File: config.mk
export PLATFORM = sky130hd
export DESIGN_NAME = melody_sequencer
export DESIGN_NICKNAME = d
export VERILOG_FILES = /design/src/rtl/music_pkg.sv /design/src/rtl/btn_debounce.sv /design/src/rtl/melody_sequencer.sv
export SDC_FILE = /design/constraint.sdc
export NUM_CORES = 1
export LEC_CHECK = 0
export BUFFER_PORTS_ARGS = -buffer_cell sky130_fd_sc_hd__buf_2
export CAP_MARGIN = 25
export CELL_PAD_IN_SITES_DETAIL_PLACEMENT = 0
export CELL_PAD_IN_SITES_GLOBAL_PLACEMENT = 2
export CORE_MARGIN = 1
export CORE_UTILIZATION = 38
export CTS_CLUSTER_SIZE = 28
export DETAILED_ROUTE_END_ITERATION = 10
export GPL_TIMING_DRIVEN = 0
export PLACE_DENSITY = 0.85
export SYNTH_ARGS = -nofsm -noshare
export SYNTH_HDL_FRONTEND = slang
export SYNTH_SLANG_ARGS = --single-unit
File: constraint.sdc
create_clock -name clk -period 3.3 [get_ports clk]
set_clock_uncertainty 0.1 [all_clocks]
set_input_delay 0.165 -clock clk [delete_from_list [all_inputs] [get_ports clk]]
set_output_delay 0.165 -clock clk [all_outputs]
set_load 0.02 [all_outputs]
File: src/rtl/music_pkg.sv
// Shared definitions for the melody player: note codes, ROM entry layout,
// the melody contents and the sequencer state encoding.
package music_pkg;

    localparam logic [3:0] NOTE_REST = 4'd0;
    localparam logic [3:0] NOTE_C3   = 4'd1;
    localparam logic [3:0] NOTE_CS3  = 4'd2;
    localparam logic [3:0] NOTE_D3   = 4'd3;
    localparam logic [3:0] NOTE_DS3  = 4'd4;
    localparam logic [3:0] NOTE_E3   = 4'd5;
    localparam logic [3:0] NOTE_F3   = 4'd6;
    localparam logic [3:0] NOTE_FS3  = 4'd7;
    localparam logic [3:0] NOTE_G3   = 4'd8;
    localparam logic [3:0] NOTE_GS3  = 4'd9;
    localparam logic [3:0] NOTE_A3   = 4'd10;
    localparam logic [3:0] NOTE_AS3  = 4'd11;
    localparam logic [3:0] NOTE_B3   = 4'd12;

    typedef struct packed {
        logic [3:0] note;
        logic [2:0] dur;
    } rom_entry_t;

    typedef enum logic [1:0] {
        ST_IDLE = 2'd0,
        ST_NOTE = 2'd1,
        ST_GAP  = 2'd2
    } state_t;

    // dur is in beats; a dur of 0 plays as a single beat.
    function automatic rom_entry_t song_rom(input logic [3:0] idx);
        rom_entry_t e;
        case (idx)
            4'd0:  e = '{note: NOTE_D3,   dur: 3'd1};
            4'd1:  e = '{note: NOTE_REST, dur: 3'd2};
            4'd2:  e = '{note: NOTE_E3,   dur: 3'd0};
            4'd3:  e = '{note: NOTE_C3,   dur: 3'd1};
            4'd4:  e = '{note: NOTE_G3,   dur: 3'd2};
            4'd5:  e = '{note: NOTE_A3,   dur: 3'd1};
            4'd6:  e = '{note: NOTE_G3,   dur: 3'd1};
            4'd7:  e = '{note: NOTE_F3,   dur: 3'd2};
            4'd8:  e = '{note: NOTE_E3,   dur: 3'd1};
            4'd9:  e = '{note: NOTE_D3,   dur: 3'd1};
            4'd10: e = '{note: NOTE_C3,   dur: 3'd2};
            4'd11: e = '{note: NOTE_REST, dur: 3'd1};
            4'd12: e = '{note: NOTE_G3,   dur: 3'd1};
            4'd13: e = '{note: NOTE_E3,   dur: 3'd1};
            4'd14: e = '{note: NOTE_D3,   dur: 3'd2};
            default: e = '{note: NOTE_C3, dur: 3'd3};
        endcase
        return e;
    endfunction

endpackage

File: src/rtl/btn_debounce.sv
// Play-button conditioner: two-flop synchronizer, stability down-counter and
// a single-cycle pulse on each accepted press.
module btn_debounce #(
    parameter int TICK_CYC = 20000,
    parameter int DEB_MS   = 10
) (
    input  logic clk,
    input  logic rst,
    input  logic btn_raw,
    output logic btn_pulse
);

    localparam int DEB_CYC = DEB_MS * TICK_CYC;
    localparam int CNT_W   = $clog2(DEB_CYC + 1);
    localparam logic [CNT_W-1:0] CNT_LOAD = CNT_W'(DEB_CYC - 1);

    logic             sync1_q, sync1_d;
    logic             sync2_q, sync2_d;
    logic             level_q, level_d;
    logic             pulse_q, pulse_d;
    logic [CNT_W-1:0] cnt_q,   cnt_d;

    // The counter only runs while the synchronized input disagrees with the
    // accepted level; any agreement reloads it, so bounces restart the wait.
    always_comb begin
        sync1_d = btn_raw;
        sync2_d = sync1_q;
        level_d = level_q;
        pulse_d = 1'b0;
        cnt_d   = CNT_LOAD;
        if (sync2_q != level_q) begin
            if (cnt_q == '0) begin
                level_d = sync2_q;
                pulse_d = sync2_q;
            end else begin
                cnt_d = cnt_q - 1'b1;
            end
        end
    end

    always_ff @(posedge clk) begin
        if (rst) begin
            sync1_q <= 1'b0;
            sync2_q <= 1'b0;
            level_q <= 1'b0;
            pulse_q <= 1'b0;
            cnt_q   <= CNT_LOAD;
        end else begin
            sync1_q <= sync1_d;
            sync2_q <= sync2_d;
            level_q <= level_d;
            pulse_q <= pulse_d;
            cnt_q   <= cnt_d;
        end
    end

    assign btn_pulse = pulse_q;

endmodule

File: src/rtl/melody_sequencer.sv
// Melody player: walks the song ROM, holding each note then a short silent gap.
//   state   | meaning
//   IDLE    | stopped, outputs silent, waiting for a press
//   NOTE    | current step's note sounding (gate off for rests)
//   GAP     | silent tail of the step, then advance / loop / stop
module melody_sequencer
    import music_pkg::*;
#(
    parameter int TICK_CYC = 20000,
    parameter int BEAT_MS  = 250,
    parameter int GAP_MS   = 20,
    parameter int DEB_MS   = 10,
    parameter int SONG_LEN = 16
) (
    input  logic       clk,
    input  logic       rst,
    input  logic       play_btn,
    input  logic       loop,
    output logic [3:0] note_sel,
    output logic       note_en,
    output logic       busy,
    output logic [3:0] step_idx
);

    localparam int PRE_W = $clog2(TICK_CYC + 1);
    localparam int MS_W  = $clog2(7 * BEAT_MS + 1);
    localparam logic [PRE_W-1:0] PRE_LOAD  = PRE_W'(TICK_CYC - 1);
    localparam logic [MS_W-1:0]  GAP_LOAD  = MS_W'(GAP_MS - 1);
    localparam logic [3:0]       LAST_STEP = 4'(SONG_LEN - 1);

    function automatic logic [MS_W-1:0] note_load(input logic [2:0] dur);
        int beats;
        beats = (dur == 3'd0) ? 1 : int'(dur);
        return MS_W'(beats * BEAT_MS - GAP_MS - 1);
    endfunction

    logic             play_pulse;
    state_t           state_q, state_d;
    logic [3:0]       step_q, step_d;
    logic [PRE_W-1:0] pre_q, pre_d;
    logic [MS_W-1:0]  ms_q, ms_d;
    logic [3:0]       note_sel_q, note_sel_d;
    logic             note_en_q, note_en_d;
    logic             busy_q, busy_d;
    logic             timer_done;
    rom_entry_t       next_entry;

    btn_debounce #(
        .TICK_CYC (TICK_CYC),
        .DEB_MS   (DEB_MS)
    ) u_debounce (
        .clk       (clk),
        .rst       (rst),
        .btn_raw   (play_btn),
        .btn_pulse (play_pulse)
    );

    assign timer_done = (pre_q == '0) && (ms_q == '0);
    assign next_entry = song_rom(step_d);

    // A press while playing always stops, even on the cycle a gap ends.
    always_comb begin
        state_d = state_q;
        step_d  = step_q;
        case (state_q)
            ST_IDLE: begin
                if (play_pulse) begin
                    state_d = ST_NOTE;
                    step_d  = 4'd0;
                end
            end
            ST_NOTE: begin
                if (play_pulse) begin
                    state_d = ST_IDLE;
                    step_d  = 4'd0;
                end else if (timer_done) begin
                    state_d = ST_GAP;
                end
            end
            ST_GAP: begin
                if (play_pulse) begin
                    state_d = ST_IDLE;
                    step_d  = 4'd0;
                end else if (timer_done) begin
                    if (step_q != LAST_STEP) begin
                        state_d = ST_NOTE;
                        step_d  = step_q + 4'd1;
                    end else if (loop) begin
                        state_d = ST_NOTE;
                        step_d  = 4'd0;
                    end else begin
                        state_d = ST_IDLE;
                        step_d  = 4'd0;
                    end
                end
            end
            default: begin
                state_d = ST_IDLE;
                step_d  = 4'd0;
            end
        endcase
    end

    // Every state change is also a step boundary, so reloading on any change
    // keeps each duration exact.
    always_comb begin
        pre_d = pre_q;
        ms_d  = ms_q;
        if (state_d != state_q) begin
            pre_d = PRE_LOAD;
            case (state_d)
                ST_NOTE: ms_d = note_load(next_entry.dur);
                ST_GAP:  ms_d = GAP_LOAD;
                default: ms_d = '0;
            endcase
        end else if (state_q != ST_IDLE) begin
            if (pre_q == '0) begin
                pre_d = PRE_LOAD;
                if (ms_q != '0) begin
                    ms_d = ms_q - 1'b1;
                end
            end else begin
                pre_d = pre_q - 1'b1;
            end
        end
    end

    always_comb begin
        busy_d     = (state_d != ST_IDLE);
        note_sel_d = (state_d == ST_IDLE) ? NOTE_REST : next_entry.note;
        note_en_d  = (state_d == ST_NOTE) && (next_entry.note != NOTE_REST);
    end

    always_ff @(posedge clk) begin
        if (rst) begin
            state_q    <= ST_IDLE;
            step_q     <= 4'd0;
            pre_q      <= PRE_LOAD;
            ms_q       <= '0;
            note_sel_q <= NOTE_REST;
            note_en_q  <= 1'b0;
            busy_q     <= 1'b0;
        end else begin
            state_q    <= state_d;
            step_q     <= step_d;
            pre_q      <= pre_d;
            ms_q       <= ms_d;
            note_sel_q <= note_sel_d;
            note_en_q  <= note_en_d;
            busy_q     <= busy_d;
        end
    end

    assign note_sel = note_sel_q;
    assign note_en  = note_en_q;
    assign busy     = busy_q;
    assign step_idx = step_q;

endmodule

Word level (Yosys, flattened, before mapping) --
Memories as Yosys holds them, arrays and structs flattened. Index checks and enable logic that the tools add are counted.
Operators by class: $add $sub $neg 6, multipliers 1, div/mod/pow operators 0, order comparisons 0, equality and inequality tests 7, shifts and indexed selects 0, multiplexer cells 20, bitwise gates (word level) 2, reductions and logical operators 22
Operator list (number):
- two-way mux 11 bit | 4
- one-hot mux 11 bit (2 select lines) | 1
- zero test 18 bit | 1
- subtractor 18 x 1 -> 18 bit (second input constant) | 1
- two-way mux 4 bit | 4
- zero test 15 bit | 1
- two-way mux 15 bit | 1
- subtractor 15 x 1 -> 15 bit (second input constant) | 1
- zero test 11 bit | 1
- nonzero test 11 bit | 1
- subtractor 11 x 1 -> 11 bit (second input constant) | 1
- subtractor 11 x 2 -> 11 bit (second input constant) | 1
- subtractor 11 x 5 -> 11 bit (second input constant) | 1
- multiplier 3 x 7 -> 10 bit (second input constant) | 1
- two-way mux 2 bit | 5
- nonzero test 2 bit | 5
- one-hot mux 4 bit (2 select lines) | 1
- one-hot mux 2 bit (3 select lines) | 1
- OR reduction 2 bit | 3
- OR reduction 3 bit | 2
- adder 4 x 1 -> 4 bit (second input constant) | 1
- equality test 2 x 1 -> 1 bit (second input constant) | 2
- equality test 2 bit (second input constant) | 2
- zero test 2 bit | 2
- other kinds (11) | 14
Word-level totals: flip-flop bits (word level) 60, bits in latches 0, memory bits (writable) 0, memory bits (read-only) 96, bits of input ports 4, output and inout port bits 10, word-level logic and storage cells 71, memories 1
Memory list:
- (no name shown) | depth 16, bits a word 6, read ports 1, clocked after memory_dff 0, write ports 0, line music_pkg.sv:33 | case (idx)

Longest topological paths before layout --
An unclocked memory read counts as a cell.
depth after elaboration 13, mapped depth 14, depth with buffers taken out 14

Hierarchy --
Synthesis repeated with hierarchy kept, for this count alone.
Unflattened totals: cell total of the unflattened synthesis 397, area, all modules 3385.7 um^2
By module, submodules not included:
- melody_sequencer | times used 1, cells each 295, area an instance 2437.3 um^2, sequential area each 760.7 um^2
- btn_debounce | times used 1, cells each 102, area an instance 948.4 um^2, sequential area each 440.4 um^2

Least setup slack after synthesis --
OpenSTA, ideal clock, no wires.
path kind register to register, from reg pre_q[4], to reg ms_q[4], library setup time 0.091 ns, arrival 2.605 ns, data required time 3.109 ns, path slack 0.505 ns, cell stages (with the launch flop) 11, buffers on the path 0, clock period less this slack 2.795 ns, cell sequence dfxtp_1 -> nor4_2 -> nand4_1 -> nor2_1 -> o211a_1 -> ha_1 -> inv_1 -> o32a_1 -> o2111ai_1 -> o211ai_1 -> a311oi_1
Between the ends: cells in the longest elaborated chain, start to end 13, elaborated cells between the ends (all ways) 25, classes of those cells 2 x add/sub; 1 x mul; 3 x eq/ne; 11 x mux; 7 x reduce/logical; 1 x memory
Ends and longest elaborated chain:
- start: declaration | line melody_sequencer.sv:40 | logic [PRE_W-1:0] pre_q, pre_d;
- start signal: assignment | line melody_sequencer.sv:146 | pre_q <= pre_d;
- zero test 15 bit * | line melody_sequencer.sv:58, melody_sequencer.sv:117
- logical AND 1 bit | line melody_sequencer.sv:58 | assign timer_done = (pre_q == '0) && (ms_q == '0);
- two-way mux 4 bit | line melody_sequencer.sv:84 | end else if (timer_done) begin
- two-way mux 4 bit | line melody_sequencer.sv:81 | if (play_pulse) begin
- one-hot mux 4 bit (2 select lines) | line melody_sequencer.sv:65 | case (state_q)
- memory read (16 x 6 bit)
- zero test 3 bit | line melody_sequencer.sv:33 | beats = (dur == 3'd0) ? 1 : int'(dur);
- two-way mux 3 bit | line melody_sequencer.sv:33
- multiplier 3 x 7 -> 10 bit | line melody_sequencer.sv:34 | return MS_W'(beats * BEAT_MS - GAP_MS - 1);
- subtractor 11 x 5 -> 11 bit | line melody_sequencer.sv:34
- subtractor 11 x 2 -> 11 bit | line melody_sequencer.sv:34
- one-hot mux 11 bit (2 select lines) | line melody_sequencer.sv:111 | case (state_d)
- two-way mux 11 bit | line melody_sequencer.sv:109 | if (state_d != state_q) begin
- end signal: assignment | line melody_sequencer.sv:147 | ms_q <= ms_d;
- end: declaration | line melody_sequencer.sv:41 | logic [MS_W-1:0] ms_q, ms_d;
Every way passes the cells marked *; elsewhere a longest branch is shown, timed or not. A chain may end at the register's enable or synchronous reset.

Final worst setup path --
from reg pre_q[0], to reg ms_q[5]
The elaborated chain is that of the path after synthesis.

==> impl_metrics.json <==
{
  "max_stage_delay_ns": 0.36,
  "yosysWarnings": 0,
  "grt_pass1_wl_um": 12200,
  "start_util": 0.398,
  "fp.dieArea_um2": 9120,
  "drv_cap": 0,
  "synthXorXnorAreaFrac": 0.0950,
  "fp-row-count": 33,
  "cts_buffers": 9,
  "final_nets": 432,
  "dp_hpwl_um": 5290,
  "synthFlopType": "dfxtp_1",
  "synth_nets": 402,
  "wl_per_cell_um": 13.8,
  "critPathBufInv": 3,
  "synth-seq-cells": 60,
  "period_needed_ns": 3.07,
  "die_w_um": 95.5,
  "ioPinCount": 14,
  "synth-simple-area-share": 0.289,
  "htreeDepth": 3,
  "grt_use_total": 0.174,
  "fin_crit_sh": 0.930,
  "cp.arrival_ns": 3.17,
  "num_antenna_cells": 0,
  "tritoncts": "done",
  "met1_length_um": 3630,
  "fin_tns_setup_ns": 0,
  "ant_nets": 0,
  "rsz0062_at_grt": "no",
  "cp_slowest_cell": "o32a_1",
  "maxSlewViolCount": 0,
  "wl_met3_um": 234,
  "cts.sinks": 60,
  "portBuffers": 12,
  "grt_pass1_vias": 2538,
  "synth_common_cells": "dfxtp_1, nor2_1, nand2_1",
  "syn_avg_cell_area_um2": 8.67,
  "synthesis.area_um2": 3320,
  "setup_viol": 0,
  "synthAdderAreaFrac": 0.0565,
  "cp_cell_sequence": "inv_1 > ha_1 > nor3b_4 > nand4_1 > buf_4 > nor2_4 > o211a_1 > ha_1 > inv_1 > o32a_1 > o2111a_1 > o31ai_2 > a21oi_1",
  "synth_top_area_share": 0.362,
  "clockRootBuffer": "clkbuf_8",
  "met2_length_um": 3320,
  "status": "complete, no violations",
  "critPathCaptureType": "register",
  "worstSetupStartpointType": "register",
  "globalRoute.totalOverflow": 0,
  "cpLargestDelayFamily": "compound AO/OA/AOI/OAI gates",
  "synth_edf_count": 0,
  "slew_headroom": 0.576,
  "core_area_um2": 8340,
  "via_count": 2693,
  "wl_um": 7230,
  "clk_path_buf_depth": 2,
  "p_per_area_nw_per_um2": 458,
  "crit_type": "reg -> reg",
  "layout-drive-gt1-share": 0.129,
  "areaGrowthSynthToFinish_pct": 16.0,
  "fmax_mhz": 326,
  "grt_max_degree": 13,
  "drtPass1Iterations": 5,
  "ys_types": 58,
  "post-route-util": 0.462,
  "clk_pin_slew_worst_paths_ns": 0.08,
  "drc_errors": 0,
  "synth-compound-area-share": 0.131,
  "ys_seq_area_frac": 0.362,
  "hold_violations": 0,
  "antenna_found_initial": 0,
  "drt_iter0_markers": 128,
  "synth_mux_area_frac": 0.0309,
  "synth_top_family_by_area": "simple AND/OR/NAND/NOR gates",
  "worstMarginPinSlew_ns": 0.633,
  "cp.required_ns": 3.40,
  "yosysMostFrequentCell": "dfxtp_1",
  "via_per_inst": 5.15,
  "cp_max_fo": 5,
  "p_leak_nw": 1.48,
  "ir_drop_mv": 0.229,
  "async_flop_share": 0,
  "synthTopCellsByArea": "dfxtp_1, xnor2_1, ha_1, nor2_1, nand2_1",
  "hold_path.class": "in -> reg",
  "synth_area_leader_cell": "dfxtp_1",
  "clock_latency_ns": 0.34,
  "die_h_um": 95.5,
  "routabilityCongestion": 0.790,
  "dr.max_layer_used": "met4",
  "syn_inst": 383
}
==> metal layers <==
metal / vias up / GRT usage
li1: 1420 / -
met1: 1238 / 0.233
met5: - / 0
met2: 33 / 0.277
met3: 2 / 0.0423
met4: 0 / 0.0510
==> worst reg2reg max path, stage by stage, from the launching register on <==
cell and delay [ns]:
dfxtp_1 0.34, inv_1 0.06, ha_1 0.16, nor3b_4 0.28
nand4_1 0.13, buf_4 0.19, nor2_4 0.14, o211a_1 0.28
ha_1 0.25, inv_1 0.09, o32a_1 0.36, o2111a_1 0.14
o31ai_2 0.31, a21oi_1 0.11
==> sequential cells by signal, indices dropped and copies added, names as in the netlist <==
signal and cells:
pre_q 15, state_q 2, u_debounce.sync2_q 1, step_idx 4, u_debounce.cnt_q 18, busy 1
ms_q 11, u_debounce.level_q 1, note_en 1, note_sel 4, u_debounce.btn_pulse 1, u_debounce.sync1_q 1
==> area by class of cell <==
| class | instances | area (um^2) |
|---|---|---|
| fill | 831 | 4490 |
| clock buffer | 9 | 124 |
| tap | 105 | 131 |
| buffer | 11 | 52.6 |
| timing repair buffer | 19 | 115 |
| multi-input combinational | 295 | 2040 |
| sequential | 60 | 1200 |
| inverter | 17 | 63.8 |
| clock inverter | 7 | 123 |
==> metrics by stage <==
step / instance area, um^2 / power [mW] / hold WS, ns / setup slack [ns] / instances
finish: 3850 / 1.76 / 0.129 / 0.230 / 523
global route: 3850 / 1.83 / 0.183 / 0.0379 / 523
CTS: 3780 / 1.78 / 0.114 / -0.00825 / 517
detailed placement: 3510 / 0.950 / 0.280 / -0.222 / 500
global placement: 3510 / 0.949 / 0.271 / -0.259 / 500
floorplan: 3320 / 0.906 / 0.193 / 0.505 / 383
==> worst paths after layout <==
path	start	to	slack (ns)	depth (start not counted)
min reg2reg	u_debounce.cnt_q[0]	u_debounce.cnt_q[0]	0.34	1
max	pre_q[0]	ms_q[5]	0.23	13
max reg2reg	pre_q[0]	ms_q[5]	0.23	13
min	rst	u_debounce.sync1_q	0.13	2
==> what timing repair did <==
| item | CTS | global route |
|---|---|---|
| buffers inserted | 0 | 6 |
| endpoints found under the setup margin | 6 | 8 |
| hold buffers | 1 | 0 |
| gates resized for setup | 2 | 5 |
| pin swaps | 0 | 3 |
| hold endpoints to repair | 1 | 0 |
==> kinds of logic (layout without fill, tap and decap cells) <==
group                    Yosys count  count (layout)
multiplexers                      10              10
adder cells (fa/ha/maj)           15              15
AO/OA/AOI/OAI                     56              56
buffers and inverters             28              63
AND/OR/NAND/NOR                  178             178
flip-flops                        60              60
XOR/XNOR                          36              36
==> cells in the final DEF (no fill, tap or decap), types with 9 or more instances in the layout <==
cell type / instances
nor4_1: 11
clkbuf_1: 9
xor2_1: 13
nand3_1: 13
inv_1: 17
a21oi_1: 12
nor3_1: 20
clkbuf_8: 9
nor2_1: 44
nand2_1: 40
buf_2: 12
dfxtp_1: 60
ha_1: 15
xnor2_1: 23
==> power breakdown <==
| group | leakage, nW | internal (mW) | switching [mW] | total, mW |
|---|---|---|---|---|
| Clock | 0.116 | 0.505 | 0.320 | 0.826 |
| Combinational | 0.875 | 0.0834 | 0.115 | 0.199 |
| Sequential | 0.485 | 0.730 | 0.0102 | 0.740 |
| Total | 1.48 | 1.32 | 0.446 | 1.76 |
Note: power is estimated with default switching activity, not from simulation.
